$ cat config.mk
export PLATFORM = sky130hd
export DESIGN_NAME = viterbi_acsu
export DESIGN_NICKNAME = d
export VERILOG_FILES = /design/src/rtl/viterbi_pkg.sv /design/src/rtl/viterbi_acs_cell.sv /design/src/rtl/viterbi_acsu.sv
export SDC_FILE = /design/constraint.sdc
export NUM_CORES = 1
export LEC_CHECK = 0
export ABC_AREA = 1
export CAP_MARGIN = 20
export CORE_MARGIN = 2
export CORE_UTILIZATION = 35
export CTS_CLUSTER_SIZE = 25
export DETAILED_ROUTE_END_ITERATION = 7
export PLACE_DENSITY = 0.63
export RECOVER_POWER = 100
export SLEW_MARGIN = 20
export SYNTH_ARGS = -nofsm -noshare
export SYNTH_HDL_FRONTEND = slang
export SYNTH_HIERARCHICAL = 1
export SYNTH_SLANG_ARGS = --single-unit
$ cat constraint.sdc
create_clock -name i_clk -period 9.15 [get_ports i_clk]
set_clock_uncertainty 0.05 [all_clocks]
set_input_delay 2.2875 -clock i_clk [delete_from_list [all_inputs] [get_ports i_clk]]
set_output_delay 2.2875 -clock i_clk [all_outputs]
set_load 0.02 [all_outputs]
$ cat src/rtl/viterbi_pkg.sv
// Shared definitions for the K=3 (7,5) hard-decision Viterbi decoder: default widths,
// the start-of-frame metric pattern and the trellis branch-label helper.
package viterbi_pkg;

  localparam int PM_W_DEF = 4;
  localparam int BM_W_DEF = 2;

  // Bit k set means state k starts a frame at PM_MAX; state 0 starts at zero.
  localparam logic [3:0] PM_INIT = 4'b1110;

  typedef logic [1:0] state_t;

  // Code pair {c0,c1} emitted when input bit u leaves state s = {u(t-1), u(t-2)}.
  function automatic logic [1:0] branch_idx(input state_t s, input logic u);
    return {u ^ s[1] ^ s[0], u ^ s[0]};
  endfunction

endpackage

$ cat src/rtl/viterbi_acs_cell.sv
// One add-compare-select cell: extends both predecessor metrics by their branch
// metric with saturation and keeps the smaller, preferring the even predecessor on a tie.
module viterbi_acs_cell
  import viterbi_pkg::*;
#(
  parameter int PM_W = PM_W_DEF,
  parameter int BM_W = BM_W_DEF
) (
  input  logic [PM_W-1:0] i_pm0,
  input  logic [PM_W-1:0] i_pm1,
  input  logic [BM_W-1:0] i_bm0,
  input  logic [BM_W-1:0] i_bm1,
  output logic [PM_W-1:0] o_pm,
  output logic            o_dec,
  output logic            o_sat
);

  localparam logic [PM_W-1:0] PM_MAX = {PM_W{1'b1}};

  logic [PM_W:0]   sum0_s;
  logic [PM_W:0]   sum1_s;
  logic [PM_W-1:0] a0_s;
  logic [PM_W-1:0] a1_s;

  // Saturating adds; the extra carry bit flags a result above PM_MAX.
  always_comb begin
    sum0_s = {1'b0, i_pm0} + (PM_W+1)'(i_bm0);
    sum1_s = {1'b0, i_pm1} + (PM_W+1)'(i_bm1);
    if (sum0_s[PM_W]) begin
      a0_s = PM_MAX;
    end else begin
      a0_s = sum0_s[PM_W-1:0];
    end
    if (sum1_s[PM_W]) begin
      a1_s = PM_MAX;
    end else begin
      a1_s = sum1_s[PM_W-1:0];
    end
  end

  assign o_dec = (a1_s < a0_s);
  assign o_pm  = o_dec ? a1_s : a0_s;
  assign o_sat = sum0_s[PM_W] | sum1_s[PM_W];

endmodule

$ cat src/rtl/viterbi_acsu.sv
// Add-compare-select unit: four ACS cells over the 4-state trellis, min-finder,
// normalisation and the path-metric/decision registers feeding traceback.
module viterbi_acsu
  import viterbi_pkg::*;
#(
  parameter int PM_W = PM_W_DEF,
  parameter int BM_W = BM_W_DEF
) (
  input  logic            i_clk,
  input  logic            i_rst,
  input  logic            i_valid,
  input  logic            i_start,
  input  logic [BM_W-1:0] i_bm_0,
  input  logic [BM_W-1:0] i_bm_1,
  input  logic [BM_W-1:0] i_bm_2,
  input  logic [BM_W-1:0] i_bm_3,
  output logic [PM_W-1:0] o_pm_0,
  output logic [PM_W-1:0] o_pm_1,
  output logic [PM_W-1:0] o_pm_2,
  output logic [PM_W-1:0] o_pm_3,
  output logic [3:0]      o_dec,
  output logic [1:0]      o_best,
  output logic            o_valid,
  output logic            o_sat
);

  localparam logic [PM_W-1:0] PM_MAX = {PM_W{1'b1}};

  logic [BM_W-1:0] bm_s  [4];
  logic [PM_W-1:0] old_s [4];
  logic [PM_W-1:0] sel_s [4];
  logic [PM_W-1:0] pm_d  [4];
  logic [PM_W-1:0] pm_q  [4];
  logic [PM_W-1:0] min_s;
  logic [3:0]      dec_s;
  logic [3:0]      sat_s;
  logic [1:0]      best_s;
  logic [3:0]      dec_q;
  logic [1:0]      best_q;
  logic            valid_q;
  logic            sat_q;

  assign bm_s[0] = i_bm_0;
  assign bm_s[1] = i_bm_1;
  assign bm_s[2] = i_bm_2;
  assign bm_s[3] = i_bm_3;

  // A frame start replaces the feedback metrics with the known-state-0 pattern.
  always_comb begin
    for (int k = 0; k < 4; k++) begin
      if (i_start) begin
        old_s[k] = PM_INIT[k] ? PM_MAX : {PM_W{1'b0}};
      end else begin
        old_s[k] = pm_q[k];
      end
    end
  end

  for (genvar ns = 0; ns < 4; ns++) begin : g_acs
    localparam state_t     P0 = state_t'(2 * (ns % 2));
    localparam state_t     P1 = state_t'(2 * (ns % 2) + 1);
    localparam logic       U  = 1'(ns / 2);
    localparam logic [1:0] K0 = branch_idx(P0, U);
    localparam logic [1:0] K1 = branch_idx(P1, U);

    viterbi_acs_cell #(.PM_W(PM_W), .BM_W(BM_W)) u_cell (
      .i_pm0 (old_s[P0]),
      .i_pm1 (old_s[P1]),
      .i_bm0 (bm_s[K0]),
      .i_bm1 (bm_s[K1]),
      .o_pm  (sel_s[ns]),
      .o_dec (dec_s[ns]),
      .o_sat (sat_s[ns])
    );
  end

  // Strict less-than keeps the lowest index on ties; the minimum is then subtracted everywhere.
  always_comb begin
    min_s  = sel_s[0];
    best_s = 2'd0;
    for (int k = 1; k < 4; k++) begin
      if (sel_s[k] < min_s) begin
        min_s  = sel_s[k];
        best_s = 2'(k);
      end else begin
        best_s = best_s;
      end
    end
    for (int k = 0; k < 4; k++) begin
      pm_d[k] = sel_s[k] - min_s;
    end
  end

  // State and output registers; o_sat restarts with each accepted frame start.
  always_ff @(posedge i_clk) begin
    if (i_rst) begin
      for (int k = 0; k < 4; k++) begin
        pm_q[k] <= PM_INIT[k] ? PM_MAX : {PM_W{1'b0}};
      end
      dec_q   <= 4'b0000;
      best_q  <= 2'd0;
      valid_q <= 1'b0;
      sat_q   <= 1'b0;
    end else if (i_valid) begin
      pm_q    <= pm_d;
      dec_q   <= dec_s;
      best_q  <= best_s;
      valid_q <= 1'b1;
      sat_q   <= i_start ? (|sat_s) : (sat_q | (|sat_s));
    end else begin
      valid_q <= 1'b0;
    end
  end

  assign o_pm_0  = pm_q[0];
  assign o_pm_1  = pm_q[1];
  assign o_pm_2  = pm_q[2];
  assign o_pm_3  = pm_q[3];
  assign o_dec   = dec_q;
  assign o_best  = best_q;
  assign o_valid = valid_q;
  assign o_sat   = sat_q;

endmodule

==> impl_metrics.ini <==
[global_routing]
grt_first_pass_wirelength_um = 14100
grt_pass1_vias = 3076
antenna_found_initial = 0
grt_max_degree = 36
grt_overflow_total = 0
grt_usage_pct = 17.0

[yosys]
synth_edf_count = 0
synthesis.nets = 587
synth-main-ff-cell = dfxtp_1
yosysTopAreaCellShare_pct = 21.3
postSynthAreaPerCell_um2 = 6.62
yosys.area.top_type = ha_1
netlist_instances = 506
synth-seq-cells = 24
synth_cell_types = 29
synth.most_common_cell = inv_1
synth_top_cells_by_count = inv_1, nand2_1, ha_1
yosysWarnings = 6
async_reset_ff_share_pct = 0
netlist_top_cells_area = ha_1, dfxtp_1, inv_1
synth-seq-area-share_pct = 14.3
synthesis.area_um2 = 3350

[job]
maxCapViolations = 0

[worst_setup_path]
cp-startpoint = i_start
crit_buf_inv = 6
cp_slowest_cell = clkdlybuf4s50_1
cp_max_fo = 11
max_stage_delay_ns = 0.70
reg2reg_to = o_pm_2[3]
r2r-start = o_pm_0[1]
rrSetupSlack_ns = 2.96
cp.arrival_ns = 8.60
critPathCaptureType = flop
cp.required_ns = 9.24
crit_top_cell = nand2_1
critPathTopFamily = simple AND/OR/NAND/NOR gates
ff2ff_path_depth = 44
worst_setup_path_start_kind = input port
critPathKind = input port to flop

[detailed_routing]
viasPerCell = 4.74
finalWirelength_um = 8270
first_iter_violations = 110
vias = 3163
wl_per_cell_um = 12.4
route.detailed.drc = 0
firstDrtPassIters = 4
ant_nets = 0

[floorplanning]
fp.dieArea_um2 = 10400
start_util_pct = 36.1
coreArea_um2 = 9280
fp.dieW_um = 102
io_pins = 36
rows = 35
die_h_um = 102

[finish]
n_antenna_cell = 0
fin_nets = 621
final_cell_area_um2 = 3900
drive_above_1_share_pct = 9.65
syn_to_final_growth_pct = 16.5

[timing]
fin_crit_sh_pct = 93.1
rsz0062_at_grt = no
worst_slack_ns = 0.632
max_freq_mhz = 117
slew_violations = 0
worst_pin_slew_ns = 0.826
setup_viol = 0
slew_headroom_pct = 44.6
finalHoldViolations = 0
period_minus_slack_ns = 8.52
whs_ns = 0.441
finalSetupTns_ns = 0

[clock_tree]
cts_made_buffers = 3
worstSkewPairLatency_ns = 0.27
clk_pin_slew_ns = 0.08
cts-root-buf = clkbuf_8
cts_tree = yes
clockBufferDepth = 2
cts-htree-levels = 1
cts_sinks = 24

[placed_design]
port_buffers = 35
place_hpwl_um = 7160
gp_congestion = 0.880
place_ws_ns = 0.293
dpl_cell_area_um2 = 3840

[worst_hold_path]
hp-start = o_dec[2]
worstHoldEndpoint = o_dec[2]
hold_class = flop to flop
holdPathStages = 2

[run_status]
status = finished clean
state kept, by name (all words and copies together) (netlist names):
| name | count |
|---|---|
| o_dec | 4 |
| o_pm_0 | 4 |
| o_pm_1 | 4 |
| o_pm_2 | 4 |
| o_pm_3 | 4 |
| o_best | 2 |
| o_sat | 1 |
| o_valid | 1 |
logic make-up after synthesis:
kind of cell,after synthesis,share of synthesized area [%]
AOI/OAI and AO/OA,78,12.6
DFF,24,14.3
buffers and inverters,117,13.1
xor gates and xnor gates,9,2.35
and+or+nand+nor,209,29.1
adders and majority gates,69,28.5
final cells by class:
cell class,instances,area [um^2]
sequential,24,480
timing repair buffer,36,354
multi-input combinational,365,2440
inverter,110,413
tap,129,161
clock buffer,4,55.1
fill,1018,5380
worst max-delay path by stage:
stage               depth (start not counted)        end  slack, ns
floorplan                                  35  o_pm_0[2]       1.57
global placement                           42  o_pm_2[3]       0.49
detailed placement                         38  o_pm_2[3]       0.29
CTS                                        38  o_pm_2[3]       0.55
global route                               44  o_pm_1[3]       0.03
finish                                     44  o_pm_2[3]       0.63
stage by stage:
stage                     instances  utilization (%)
after floorplan                 506                -
after global placement          664             41.4
after detailed placement        664             41.4
after CTS                       668             42.0
after global routing            668             42.0
final                           668             42.0
placed cells by master (no fill, tap or decap), drive strengths merged:
| master | count |
|---|---|
| xor2 | 6 |
| clkdlybuf4s50 | 10 |
| o211ai | 3 |
| inv | 109 |
| clkinv | 1 |
| nor4 | 1 |
| o21ai | 37 |
| nand3 | 39 |
| o21a | 1 |
| or2 | 13 |
| nand2 | 114 |
| a21oi | 32 |
| xnor2 | 3 |
| nand3b | 1 |
| nor2 | 40 |
| clkbuf | 5 |
| dfxtp | 24 |
| fa | 12 |
| a211oi | 3 |
| ha | 57 |
| o31ai | 1 |
| a31oi | 1 |
| and2 | 1 |
| dlygate4sd3 | 25 |
worst register-to-register path, delay by kind of cell, from the launching register on:
family | cells | cell delay (ns)
buf+inv | 7 | 0.50
compound gates | 7 | 1.11
fa+ha+maj | 6 | 1.94
flops | 1 | 0.37
simple gates | 24 | 2.09
per-layer routing:
layer,GRT usage [%],vias to the layer above,wire length (um)
met3,1.16,16,333
met5,0,-,0
met1,22.4,1430,3870
li1,-,1654,-
met2,29.3,63,3850
met4,6.05,0,220
repair_timing:
item	CTS	global route
buffers inserted	0	0
hold buffers	0	0
resized for setup	0	4
endpoints found under the setup margin	0	7
Power is not shown: default switching activity piles up to over one toggle a cycle in this logic, so the estimate is an artifact.
